`config.mk`:
```
export PLATFORM = sky130hd
export DESIGN_NAME = pdk_sram_denetleyici
export DESIGN_NICKNAME = d
export VERILOG_FILES = /design/src/rtl/pdk_sram_denetleyici.sv
export SDC_FILE = /design/constraint.sdc
export NUM_CORES = 1
export LEC_CHECK = 0
export CORE_MARGIN = 2
export CORE_UTILIZATION = 45
export DETAILED_ROUTE_END_ITERATION = 7
export PLACE_DENSITY = 0.91
export SYNTH_ARGS = -nofsm -noshare
export SYNTH_HDL_FRONTEND = slang
export SYNTH_SLANG_ARGS = --single-unit
```
`constraint.sdc`:
```
create_clock -name clk_i -period 3 [get_ports clk_i]
set_input_delay 0.75 -clock clk_i [delete_from_list [all_inputs] [get_ports clk_i]]
set_output_delay 0.75 -clock clk_i [all_outputs]
set_load 0.05 [all_outputs]
```
`src/rtl/pdk_sram_denetleyici.sv`:
```
// pdk_sram_denetleyici: valid/ready initiator for the single-port pdk_sram macro.
// Every macro-facing signal leaves a flop, so the CE strobe is glitch-free.
module pdk_sram_denetleyici #(
   parameter  int SATIR_SAYISI     = 64,
   parameter  int SOZCUK_GENISLIGI = 32,
   parameter  int BEKLEME_CEVRIMI  = 1,
   localparam int ADRES_GENISLIGI  = $clog2(SATIR_SAYISI)
) (
   input  logic                        clk_i,
   input  logic                        rst_ni,
   input  logic                        istek_gecerli_i,
   output logic                        istek_hazir_o,
   input  logic                        istek_yaz_i,
   input  logic [ADRES_GENISLIGI-1:0]  istek_adres_i,
   input  logic [SOZCUK_GENISLIGI-1:0] istek_veri_i,
   output logic                        yanit_gecerli_o,
   input  logic                        yanit_hazir_i,
   output logic [SOZCUK_GENISLIGI-1:0] yanit_veri_o,
   output logic                        yanit_hata_o,
   output logic                        sram_ce_o,
   output logic                        sram_web_o,
   output logic                        sram_oeb_o,
   output logic                        sram_csb_o,
   output logic [ADRES_GENISLIGI-1:0]  sram_a_o,
   output logic [SOZCUK_GENISLIGI-1:0] sram_i_o,
   input  logic [SOZCUK_GENISLIGI-1:0] sram_o_i
);

   typedef enum logic [2:0] {BOSTA, KURULUM, TETIK, OKU, YANIT} durum_t;

   // One extra bit keeps the range compare meaningful when SATIR_SAYISI is a power of 2.
   localparam logic [ADRES_GENISLIGI:0] SINIR             = SATIR_SAYISI[ADRES_GENISLIGI:0];
   localparam logic [3:0]               KURULUM_BASLANGIC = 4'(BEKLEME_CEVRIMI - 1);
   localparam logic [3:0]               OKU_BASLANGIC     = 4'd1;

   durum_t                      durum_q, durum_d;
   logic [3:0]                  sayac_q, sayac_d;
   logic                        yaz_q, yaz_d;
   logic                        ce_q, ce_d;
   logic                        web_q, web_d;
   logic                        oeb_q, oeb_d;
   logic                        csb_q, csb_d;
   logic [ADRES_GENISLIGI-1:0]  a_q, a_d;
   logic [SOZCUK_GENISLIGI-1:0] i_q, i_d;
   logic                        hazir_q, hazir_d;
   logic                        yg_q, yg_d;
   logic                        hata_q, hata_d;
   logic [SOZCUK_GENISLIGI-1:0] veri_q, veri_d;
   logic                        kabul;
   logic                        aralikta;

   assign kabul    = istek_gecerli_i & hazir_q;
   assign aralikta = {1'b0, istek_adres_i} < SINIR;

   // NOTE: every signal written here gets its hold value first, so no path can infer a latch.
   always_comb begin
      durum_d = durum_q;
      sayac_d = sayac_q;
      yaz_d   = yaz_q;
      ce_d    = 1'b0;
      web_d   = web_q;
      oeb_d   = oeb_q;
      csb_d   = csb_q;
      a_d     = a_q;
      i_d     = i_q;
      hazir_d = hazir_q;
      yg_d    = yg_q;
      hata_d  = hata_q;
      veri_d  = veri_q;

      case (durum_q)
         BOSTA: begin
            hazir_d = 1'b1;
            if (kabul) begin
               hazir_d = 1'b0;
               yaz_d   = istek_yaz_i;
               if (aralikta) begin
                  a_d     = istek_adres_i;
                  i_d     = istek_veri_i;
                  web_d   = ~istek_yaz_i;
                  csb_d   = 1'b0;
                  sayac_d = KURULUM_BASLANGIC;
                  durum_d = KURULUM;
               end else if (istek_yaz_i) begin
                  // Dropped write: spend one cycle in TETIK with CE and CSB left inactive.
                  durum_d = TETIK;
               end else begin
                  veri_d  = '0;
                  hata_d  = 1'b1;
                  yg_d    = 1'b1;
                  durum_d = YANIT;
               end
            end
         end
         KURULUM: begin
            if (sayac_q == 4'd0) begin
               ce_d    = 1'b1;
               durum_d = TETIK;
            end else begin
               sayac_d = sayac_q - 4'd1;
            end
         end
         TETIK: begin
            if (yaz_q) begin
               csb_d   = 1'b1;
               web_d   = 1'b1;
               hazir_d = 1'b1;
               durum_d = BOSTA;
            end else begin
               oeb_d   = 1'b0;
               sayac_d = OKU_BASLANGIC;
               durum_d = OKU;
            end
         end
         OKU: begin
            // OEB is registered, so O only drives from OKU entry; allow it a cycle to settle.
            if (sayac_q == 4'd0) begin
               veri_d  = sram_o_i;
               hata_d  = 1'b0;
               oeb_d   = 1'b1;
               csb_d   = 1'b1;
               yg_d    = 1'b1;
               durum_d = YANIT;
            end else begin
               sayac_d = sayac_q - 4'd1;
            end
         end
         YANIT: begin
            if (yanit_hazir_i) begin
               yg_d    = 1'b0;
               hazir_d = 1'b1;
               durum_d = BOSTA;
            end
         end
         default: durum_d = BOSTA;
      endcase
   end

   // NOTE: sequential state uses non-blocking assignments only; the async reset aborts any access.
   always_ff @(posedge clk_i or negedge rst_ni) begin
      if (!rst_ni) begin
         durum_q <= BOSTA;
         sayac_q <= 4'd0;
         yaz_q   <= 1'b0;
         ce_q    <= 1'b0;
         web_q   <= 1'b1;
         oeb_q   <= 1'b1;
         csb_q   <= 1'b1;
         a_q     <= '0;
         i_q     <= '0;
         hazir_q <= 1'b0;
         yg_q    <= 1'b0;
         hata_q  <= 1'b0;
         veri_q  <= '0;
      end else begin
         durum_q <= durum_d;
         sayac_q <= sayac_d;
         yaz_q   <= yaz_d;
         ce_q    <= ce_d;
         web_q   <= web_d;
         oeb_q   <= oeb_d;
         csb_q   <= csb_d;
         a_q     <= a_d;
         i_q     <= i_d;
         hazir_q <= hazir_d;
         yg_q    <= yg_d;
         hata_q  <= hata_d;
         veri_q  <= veri_d;
      end
   end

   assign istek_hazir_o   = hazir_q;
   assign yanit_gecerli_o = yg_q;
   assign yanit_veri_o    = veri_q;
   assign yanit_hata_o    = hata_q;
   assign sram_ce_o       = ce_q;
   assign sram_web_o      = web_q;
   assign sram_oeb_o      = oeb_q;
   assign sram_csb_o      = csb_q;
   assign sram_a_o        = a_q;
   assign sram_i_o        = i_q;

endmodule
```
==> impl_metrics.env <==
export IMPL_utilization=0.686
export IMPL_maxSlewViolCount=0
export IMPL_clock_latency_ns=0.34
export IMPL_layout_common_cells="clkdlybuf4s50_1 (149), nand2_1 (122), dfrtp_1 (81)"
export IMPL_seq_area_frac_synth=0.606
export IMPL_grt_pass1_wl_mm=13.7
export IMPL_criticalPathCategory="flip-flop to output pin"
export IMPL_grt_max_degree=85
export IMPL_postRouteWirelength_mm=8.41
export IMPL_cp_max_fo=3
export IMPL_vias_per_cell=4.79
export IMPL_finalCritPeriodShare=0.815
export IMPL_grt_setup_unrepaired="no"
export IMPL_tritoncts="built"
export IMPL_tns_ns=0
export IMPL_ir_worst_vdd_uv=865
export IMPL_clkTransAtPathRegs_ns=0.09
export IMPL_critical_path_slowest_cell="clkdlybuf4s50_1"
export IMPL_cp_num_cells=1
export IMPL_syn2layout_area_growth_pct=50.0
export IMPL_ios=152
export IMPL_globalRouteMet1Util=0.265
export IMPL_top_usage_layer="met2"
export IMPL_die_w_um=91.9
export IMPL_p_int_w=0.00363
export IMPL_nets=529
export IMPL_synth_area_sq_um=3480
export IMPL_die_h_um=91.9
export IMPL_p_per_area_nw_per_um2=1340
export IMPL_r2r_slack_ns=0.68
export IMPL_start_kind="flip-flop"
export IMPL_antenna_found_initial=0
export IMPL_start_util=0.457
export IMPL_row_count=32
export IMPL_synth_flop_cell="dfrtp_1"
export IMPL_cts_hold_buf=0
export IMPL_min_path_cells=2
export IMPL_slowest_delay_ns=0.81
export IMPL_drc=0
export IMPL_grt_pass1_vias=2788
export IMPL_yosysWarnings=0
export IMPL_fp_dieArea_sq_um=8440
export IMPL_clock_skew_ns=0.0110
export IMPL_drt_iter0_drc=118
export IMPL_antenna_cells=0
export IMPL_status="complete, no violations"
export IMPL_r2r_cells=6
export IMPL_h_tree_depth=3
export IMPL_routedWlPerCell_um=15.0
export IMPL_ant_nets=0
export IMPL_fmax_mhz=409
export IMPL_cp_num_buf_inv=1
export IMPL_drive_above_1_share=0.129
export IMPL_slew_headroom=0.321
export IMPL_drv_cap=0
export IMPL_crit_arrival_ns=1.69
export IMPL_p_leak_nw=2.39
export IMPL_p_seq_frac=0.296
export IMPL_finalSetupViolCount=0
export IMPL_swShare=0.480
export IMPL_end_kind="output pin"
export IMPL_clockRootBuffer="clkbuf_8"
export IMPL_synth_async_reset_ratio=1.00
export IMPL_grt_total_usage=0.205
export IMPL_synth_edf_count=0
export IMPL_drtPass1Iterations=5
export IMPL_crit_family="buffers and inverters"
export IMPL_synthCells=304
export IMPL_syn_num_nets=380
export IMPL_grt_ovfl_total=0
export IMPL_tightest_slew_ns=1.02
export IMPL_ys_seq_elements=84
export IMPL_dp_hpwl_mm=5.89
export IMPL_portBuffers=150
export IMPL_cts_made_buffers=9
export IMPL_grtUsageMet2=0.340
export IMPL_hold_viol_final=0
export IMPL_design_core_area_sq_um=7610
export IMPL_hp_class="flip-flop to flip-flop"
export IMPL_p_sw_w=0.00335
export IMPL_critical_path_cell_chain="clkdlybuf4s50_1"
export IMPL_min_period_ns=2.44
export IMPL_vias=2681
export IMPL_cts_sinks=84
export IMPL_cp_required_ns=2.25
export IMPL_grt_use_met3=0.0509
export IMPL_synthDistinctLibCells=38
export IMPL_power_share_clock=0.116
export IMPL_final_common_cell="clkdlybuf4s50_1"
export IMPL_gp_congestion=0.745
export IMPL_cts_resized=0
export IMPL_combPwrFrac=0.587
export IMPL_cts_setup_buffers=0
export IMPL_syn_avg_cell_area_sq_um=11.4
export IMPL_cts_path_max_buffers=2
## through the flow
stage | hold slack, ns | setup slack (ns) | cells | instance area (sq um) | total power, W
detailed placement | 0.462 | 0.685 | 544 | 5010 | 0.00621
finish | 0.479 | 0.556 | 560 | 5220 | 0.00699
global route | 0.506 | 0.502 | 560 | 5220 | 0.00735
floorplan | 0.454 | 1.16 | 304 | 3480 | 0.00487
global placement | 0.457 | 0.792 | 544 | 5010 | 0.00609
CTS | 0.484 | 0.536 | 560 | 5220 | 0.00705
## worst min-delay path, stage by stage (launching register included)
cell and delay, ns:
dfrtp_1 0.35, nand2_1 0.05, nand2_1 0.05
## Yosys cell counts (2+ instances only)
cell      instances  area, sq um
mux2_2            3         33.8
nor2_1            7         26.3
nand2b_1          3         18.8
buf_2             4         20.0
mux2_4           29          435
dfrtp_1          81         2030
clkbuf_1          6         22.5
dfstp_2           3         78.8
inv_1             6         22.5
nand2_1         122          458
nor2b_1           2         12.5
buf_12            3         60.1
a21oi_1           2         10.0
o22ai_1           3         18.8
a31oi_1           2         12.5
o21ai_0           6         30.0
## final timing paths
kind                         startpoint               end
max                          sram_oeb_o        sram_oeb_o
min                        sram_i_o[22]      sram_i_o[22]
max reg2reg                  sayac_q[0]  yanit_veri_o[24]
min reg2reg                sram_i_o[22]      sram_i_o[22]
max in group asynchronous        rst_ni       sram_a_o[1]
min in group asynchronous        rst_ni  yanit_veri_o[28]
## kinds of logic after synthesis
| group | synth area share |
|---|---|
| adders and majority gates | 0.00360 |
| and+or+nand+nor | 0.167 |
| AOI/OAI and AO/OA | 0.0392 |
| DFF | 0.606 |
| muxes | 0.138 |
| buffers and inverters | 0.0425 |
| other | 0.00108 |
| xor gates and xnor gates | 0.00252 |
## sequential cells by signal (all words and copies together), names as in the netlist, 3 cells and up
signal and flops:
sayac_q 4, sram_i_o 32, durum_q 3, sram_a_o 6
yanit_veri_o 32
## power by group through the flow
| stage | Clock, W | Combinational, W | Sequential (W) |
|---|---|---|---|
| after floorplan | 0 | 0.00117 | 0.00370 |
| after global placement | 0 | 0.00404 | 0.00205 |
| after detailed placement | 0 | 0.00412 | 0.00209 |
| after CTS | 0.000835 | 0.00414 | 0.00208 |
| after global routing | 0.000887 | 0.00432 | 0.00214 |
| final | 0.000812 | 0.00411 | 0.00207 |
## final cells by class
cell class	count	area [sq um]
sequential	84	2110
inverter	6	22.5
tap	102	128
clock buffer	11	141
fill	558	2390
multi-input combinational	198	1230
clock inverter	5	58.8
timing repair buffer	154	1530
## metal layers
| metal | part of all wire | up-vias |
|---|---|---|
| met5 | 0 | - |
| met4 | 0.015 | 0 |
| met3 | 0.063 | 15 |
| met2 | 0.49 | 102 |
| met1 | 0.43 | 1290 |
| li1 | - | 1274 |
(Power assumes the default switching activity.)
